`src/rtl/video_tim_pkg.sv`:
```
// Shared widths, reset constants and the window comparator used by both
// timing axes of the video timing generator.
package video_tim_pkg;

    localparam int HW_DEF = 16;
    localparam int VW_DEF = 16;
    localparam int SW_DEF = 8;

    // Window compares are done at a generous fixed width so that
    // start/end sums never wrap back into the visible range.
    localparam int PH_W = 32;

    localparam logic RST_GATE  = 1'b0;
    localparam logic RST_PULSE = 1'b0;

    function automatic logic in_phase(input logic [PH_W-1:0] pos,
                                      input logic [PH_W-1:0] lo,
                                      input logic [PH_W-1:0] hi);
        return (pos >= lo) && (pos <= hi);
    endfunction

endpackage

```
`src/rtl/video_tim_axis.sv`:
```
// One timing axis: position counter plus sync, gate and terminal compares.
// Used for the horizontal axis (advanced per pixel) and the vertical axis
// (advanced once per line).
module video_tim_axis
    import video_tim_pkg::*;
#(
    parameter int W  = HW_DEF,
    parameter int SW = SW_DEF
) (
    input  logic          clk,
    input  logic          rst_n,
    input  logic          clr,
    input  logic          adv,
    input  logic [W-1:0]  len,
    input  logic [SW-1:0] sync_w,
    input  logic [SW-1:0] gdel,
    input  logic [W-1:0]  gate_w,
    output logic [W-1:0]  pos,
    output logic          sync_act,
    output logic          gate_act,
    output logic          done
);

    localparam int CW = W + 1;

    logic [CW-1:0] gate_lo;
    logic [CW-1:0] gate_hi;

    // Gate window bounds and compares; the window is clipped naturally
    // because pos never exceeds len.
    always_comb begin
        gate_lo  = CW'(sync_w) + CW'(gdel) + CW'(2);
        gate_hi  = gate_lo + CW'(gate_w);
        sync_act = PH_W'(pos) <= PH_W'(sync_w);
        gate_act = in_phase(PH_W'(pos), PH_W'(gate_lo), PH_W'(gate_hi));
        done     = (pos == len);
    end

    // Position counter: wraps to zero after len, held at zero while cleared.
    always_ff @(posedge clk or negedge rst_n) begin
        if (!rst_n) begin
            pos <= '0;
        end else if (clr) begin
            pos <= '0;
        end else if (adv) begin
            pos <= done ? '0 : pos + W'(1);
        end
    end

endmodule

```
`src/rtl/video_timgen_ext.sv`:
```
// Horizontal/vertical video timing generator with frame-synchronous
// shadow registers, programmable sync polarity and registered outputs.
module video_timgen_ext
    import video_tim_pkg::*;
#(
    parameter int HW = HW_DEF,
    parameter int VW = VW_DEF,
    parameter int SW = SW_DEF
) (
    input  logic          clk,
    input  logic          rst_n,
    input  logic          clk_ena,
    input  logic          run,
    input  logic [SW-1:0] Thsync,
    input  logic [SW-1:0] Thgdel,
    input  logic [HW-1:0] Thgate,
    input  logic [HW-1:0] Thlen,
    input  logic [SW-1:0] Tvsync,
    input  logic [SW-1:0] Tvgdel,
    input  logic [VW-1:0] Tvgate,
    input  logic [VW-1:0] Tvlen,
    input  logic [VW-1:0] Tvmatch,
    input  logic          hpol,
    input  logic          vpol,
    output logic [HW-1:0] hpos,
    output logic [VW-1:0] vpos,
    output logic          hsync,
    output logic          vsync,
    output logic          gate,
    output logic          blank,
    output logic          eol,
    output logic          eof,
    output logic          vmatch
);

    logic [SW-1:0] sh_hsync, sh_hgdel, sh_vsync, sh_vgdel;
    logic [HW-1:0] sh_hgate, sh_hlen;
    logic [VW-1:0] sh_vgate, sh_vlen, sh_vmatch;
    logic          sh_hpol, sh_vpol;

    logic [HW-1:0] h_pos;
    logic [VW-1:0] v_pos;
    logic          h_sync, h_gate, h_done;
    logic          v_sync, v_gate, v_done;
    logic          eof_c, vmatch_c, shadow_load;

    logic          hs_act_q, vs_act_q, hpol_q, vpol_q, live_q;

    // Shadows follow the live fields while idle, and are committed at the
    // last pixel of a frame so the next frame starts on the new timing.
    assign eof_c       = h_done & v_done;
    assign vmatch_c    = (h_pos == '0) & (v_pos == sh_vmatch);
    assign shadow_load = ~run | (clk_ena & eof_c);

    // Shadow timing registers.
    always_ff @(posedge clk or negedge rst_n) begin
        if (!rst_n) begin
            sh_hsync  <= '0;
            sh_hgdel  <= '0;
            sh_hgate  <= '0;
            sh_hlen   <= '0;
            sh_vsync  <= '0;
            sh_vgdel  <= '0;
            sh_vgate  <= '0;
            sh_vlen   <= '0;
            sh_vmatch <= '0;
            sh_hpol   <= 1'b0;
            sh_vpol   <= 1'b0;
        end else if (shadow_load) begin
            sh_hsync  <= Thsync;
            sh_hgdel  <= Thgdel;
            sh_hgate  <= Thgate;
            sh_hlen   <= Thlen;
            sh_vsync  <= Tvsync;
            sh_vgdel  <= Tvgdel;
            sh_vgate  <= Tvgate;
            sh_vlen   <= Tvlen;
            sh_vmatch <= Tvmatch;
            sh_hpol   <= hpol;
            sh_vpol   <= vpol;
        end
    end

    video_tim_axis #(.W(HW), .SW(SW)) u_haxis (
        .clk      (clk),
        .rst_n    (rst_n),
        .clr      (~run),
        .adv      (clk_ena),
        .len      (sh_hlen),
        .sync_w   (sh_hsync),
        .gdel     (sh_hgdel),
        .gate_w   (sh_hgate),
        .pos      (h_pos),
        .sync_act (h_sync),
        .gate_act (h_gate),
        .done     (h_done)
    );

    video_tim_axis #(.W(VW), .SW(SW)) u_vaxis (
        .clk      (clk),
        .rst_n    (rst_n),
        .clr      (~run),
        .adv      (clk_ena & h_done),
        .len      (sh_vlen),
        .sync_w   (sh_vsync),
        .gdel     (sh_vgdel),
        .gate_w   (sh_vgate),
        .pos      (v_pos),
        .sync_act (v_sync),
        .gate_act (v_gate),
        .done     (v_done)
    );

    // Output stage: captures position and compare results together so every
    // output lines up with the hpos/vpos it is presented with.
    always_ff @(posedge clk or negedge rst_n) begin
        if (!rst_n) begin
            hpos     <= '0;
            vpos     <= '0;
            hs_act_q <= 1'b0;
            vs_act_q <= 1'b0;
            gate     <= RST_GATE;
            eol      <= RST_PULSE;
            eof      <= RST_PULSE;
            vmatch   <= RST_PULSE;
            hpol_q   <= 1'b0;
            vpol_q   <= 1'b0;
            live_q   <= 1'b0;
        end else if (!run) begin
            hpos     <= '0;
            vpos     <= '0;
            hs_act_q <= 1'b0;
            vs_act_q <= 1'b0;
            gate     <= RST_GATE;
            eol      <= RST_PULSE;
            eof      <= RST_PULSE;
            vmatch   <= RST_PULSE;
            hpol_q   <= 1'b0;
            vpol_q   <= 1'b0;
            live_q   <= 1'b0;
        end else if (clk_ena) begin
            hpos     <= h_pos;
            vpos     <= v_pos;
            hs_act_q <= h_sync;
            vs_act_q <= v_sync;
            gate     <= h_gate & v_gate;
            eol      <= h_done;
            eof      <= eof_c;
            vmatch   <= vmatch_c;
            hpol_q   <= sh_hpol;
            vpol_q   <= sh_vpol;
            live_q   <= 1'b1;
        end
    end

    // While idle the syncs sit at the inactive level of the live polarity
    // inputs; once running they use the polarity of the frame being shown.
    always_comb begin
        hsync = live_q ? ~(hs_act_q ^ hpol_q) : ~hpol;
        vsync = live_q ? ~(vs_act_q ^ vpol_q) : ~vpol;
        blank = ~gate;
    end

endmodule

```
`config.mk`:
```
export PLATFORM = sky130hd
export DESIGN_NAME = video_timgen_ext
export DESIGN_NICKNAME = d
export VERILOG_FILES = /design/src/rtl/video_tim_pkg.sv /design/src/rtl/video_tim_axis.sv /design/src/rtl/video_timgen_ext.sv
export SDC_FILE = /design/constraint.sdc
export NUM_CORES = 1
export LEC_CHECK = 0
export CORE_ASPECT_RATIO = 1.1
export CORE_MARGIN = 4
export CORE_UTILIZATION = 40
export CTS_CLUSTER_DIAMETER = 50
export DETAILED_ROUTE_END_ITERATION = 7
export SLEW_MARGIN = 20
export SYNTH_ARGS = -nofsm -noshare
export SYNTH_HDL_FRONTEND = slang
export SYNTH_SLANG_ARGS = --single-unit
```
`constraint.sdc`:
```
create_clock -name clk -period 6.6 [get_ports clk]
set_input_delay 1.32 -clock clk [delete_from_list [all_inputs] [get_ports clk]]
set_output_delay 1.32 -clock clk [all_outputs]
set_load 0.01 [all_outputs]
```
==> impl_metrics.json <==
{
  "status": "completed",
  "via_per_inst": 5.38,
  "netlist-cell-type-count": 69,
  "clk_latency_ns": 0.44,
  "grt_use_total_pct": 18.8,
  "powerDensity_nw_per_um2": 250,
  "wl_per_cell_microns": 18.7,
  "antenna_cells": 0,
  "rr_endpoint": "gate",
  "synth_top_area_share_pct": 38.8,
  "num_vias": 8908,
  "cts-buffers-inserted": 17,
  "holdPathEnd": "vmatch",
  "dieArea_sq_um": 33000,
  "place_hpwl_microns": 22600,
  "yosysTopAreaCell": "dfrtp_1",
  "finalMaxSlewViolations": 0,
  "max_stage_delay_ns": 0.54,
  "setup_violations": 0,
  "worst_slew_pin_slew_ns": 0.998,
  "hold_buffers": 0,
  "r2r_setup_slack_ns": 1.02,
  "hold_start": "vmatch",
  "clkTransAtPathRegs_ns": 0.08,
  "grt_first_pass_wirelength_microns": 49500,
  "syn-mean-instance-area_sq_um": 10.6,
  "cp_max_fo": 4,
  "die_y_microns": 190,
  "arrival_ns": 5.91,
  "p_leak_uw": 0.00623,
  "cp_data_required_time_ns": 6.94,
  "root_buffer": "clkbuf_16",
  "startpoint_type": "register",
  "slew_headroom_pct": 33.3,
  "area_growth_pct": 19.6,
  "synth-seq-cells": 187,
  "synthFlopType": "dfrtp_1",
  "start_util_pct": 40.7,
  "yosysSeqAreaShare_pct": 38.8,
  "port_buffers": 156,
  "cp_top_family": "simple AND/OR/NAND/NOR gates",
  "min_path_type": "reg2reg",
  "critPathSlowestCell": "or4_1",
  "yosys_warnings": 0,
  "whs_path_depth": 2,
  "synth_top_cells_by_area": "dfrtp_1 (39%), ha_1 (12%), mux2_2 (9.2%)",
  "drtIter0Drc": 490,
  "drive_above_1_share_pct": 12.0,
  "max_freq_mhz": 179,
  "grt_max_degree": 85,
  "die_x_microns": 174,
  "synth_edf_count": 0,
  "htreeDepth": 4,
  "skew_ns": 0.0114,
  "r2r_start": "sh_hsync[0]",
  "rsz0062_at_grt": "false",
  "num_io_pins": 157,
  "path_cells": "ha_1 -> inv_1 -> fa_1 -> nand2b_1 -> a211oi_1 -> nor4_1 -> or3_4 -> nor3_1 -> xor2_1 -> ha_1 -> or4_1 -> a221oi_2 -> nor2_1 -> xnor2_1 -> ha_1 -> nand2_1 -> nor4_1 -> a221oi_1 -> o311a_1 -> nor4_1",
  "min_period_ns": 5.58,
  "drt-total-wl_microns": 30900,
  "critPathBufInv": 1,
  "grt_pass1_vias": 8999,
  "yosysMostFrequentCell": "dfrtp_1",
  "reg2reg_depth": 20,
  "gr-total-overflow": 0,
  "setup.worst_path.start": "sh_hsync[0]",
  "end_kind": "register",
  "fin_tns_setup_ns": 0,
  "period_share_pct": 84.5,
  "hold_violations": 0,
  "clockBufferDepth": 2,
  "synthCells": 1135,
  "crit_type": "reg2reg",
  "n_fill_cell": 2730,
  "core_sq_um": 29600,
  "cts-resized-gates": 0,
  "nNetsFinal": 1501,
  "cts_setup_buffers": 0,
  "synth_area_sq_um": 12100,
  "clock_sinks": 187,
  "synth_fp_nets": 1368,
  "gp_congestion": 0.886,
  "ir_drop_v": 0.000159,
  "grt_antenna_before_repair": 1,
  "yosys-top-cells-count": "dfrtp_1 (187), ha_1 (111), mux2_2 (99), xnor2_1 (67), inv_1 (56)",
  "cap_violations": 0,
  "tritoncts": "done",
  "rows": 66,
  "ant_nets": 0,
  "firstDrtPassIters": 5,
  "power.total_uw": 3600,
  "async_flop_share_pct": 100,
  "drcViolationCount": 0
}
[power by group]
part	internal [uW]	switching, uW
Sequential	1220	68.7
Clock	534	476
Combinational	600	705
[kinds of logic (layout without fill, tap and decap cells)]
logic type,after synthesis,count (layout),share of synthesized area [%]
and+or+nand+nor,284,284,13.3
buffers and inverters,105,251,4.13
muxes,149,149,13.6
DFF,187,187,38.8
xor gates and xnor gates,109,109,7.92
adders and majority gates,115,115,12.2
AOI/OAI and AO/OA,186,186,10.1
[area by class of cell]
cell class                      instances  area, sq um  share of cell area, %
Timing Repair Buffer                  163         1610                   11.2
Tap cell                              374          468                   3.25
Clock inverter                         12          114                  0.790
Inverter                               56          210                   1.46
Clock buffer                           20          447                   3.10
Sequential cell                       187         4680                   32.5
Multi-Input combinational cell        843         6890                   47.8
[per-layer routing]
layer,wire length (microns),track usage (%),share of wire [%],vias to the layer above
met2,14000,29.7,45,208
met4,360,4.08,1.2,2
met3,1420,3.64,4.6,27
met1,15100,26.9,49,4305
met5,13,0,0.042,-
li1,-,-,-,4366
[worst max path at each step]
stage	slack, ns	end	cells after the start
global placement	1.14	gate	21
global route	0.59	gate	21
finish	1.02	gate	20
CTS	0.98	gate	20
floorplan	1.78	gate	20
detailed placement	1.0	gate	20
[flip-flops by register name, indices dropped and copies added, names as in the netlist, 8 cells and up]
signal	flops
hpos	16
sh_hgate	16
u_haxis.pos	16
sh_vgate	16
sh_hsync	8
sh_vlen	16
sh_hlen	16
u_vaxis.pos	16
sh_vsync	8
vpos	16
sh_hgdel	8
sh_vgdel	8
sh_vmatch	16
[placed cells by master, fill, tap and decap left out, drive strengths merged, types with 5 or more instances in the layout]
cell	netlist	final
or4	6	6
nand4	31	31
ha	111	111
clkdlybuf4s50	0	154
a21oi	49	49
mux2	114	114
mux2i	35	35
o21a	11	11
nand2	48	48
clkbuf	22	21
xor2	42	42
o21ai	46	46
a21boi	10	10
and4	5	5
inv	56	59
o21bai	6	6
nor3	11	11
dfrtp	187	187
buf	27	8
a211oi	14	14
nand3	28	28
nor2b	47	47
xnor2	67	67
nand2b	7	7
nor2	42	42
or3	11	11
and3	15	15
nor4	16	16
a21o	12	12
[metrics by stage]
stage / cells / utilization (%) / worst slack (ns) / cell area (sq um) / hold slack [ns]
after floorplan: 1135 / - / 1.78 / 12100 / 0.470
after global placement: 1623 / 46.7 / 1.14 / 13900 / 0.453
after detailed placement: 1623 / 46.7 / 0.996 / 13900 / 0.489
after CTS: 1655 / 48.6 / 0.979 / 14400 / 0.505
after global routing: 1655 / 48.6 / 0.592 / 14400 / 0.527
final: 1655 / 48.6 / 1.02 / 14400 / 0.487
[tightest hold or removal path: cells and delay by family, from the launching register on]
| kind | cells | cell delay (ns) |
|---|---|---|
| AND/OR/NAND/NOR | 2 | 0.10 |
| flip-flops | 1 | 0.35 |
Power figures use the tool's default switching activity.
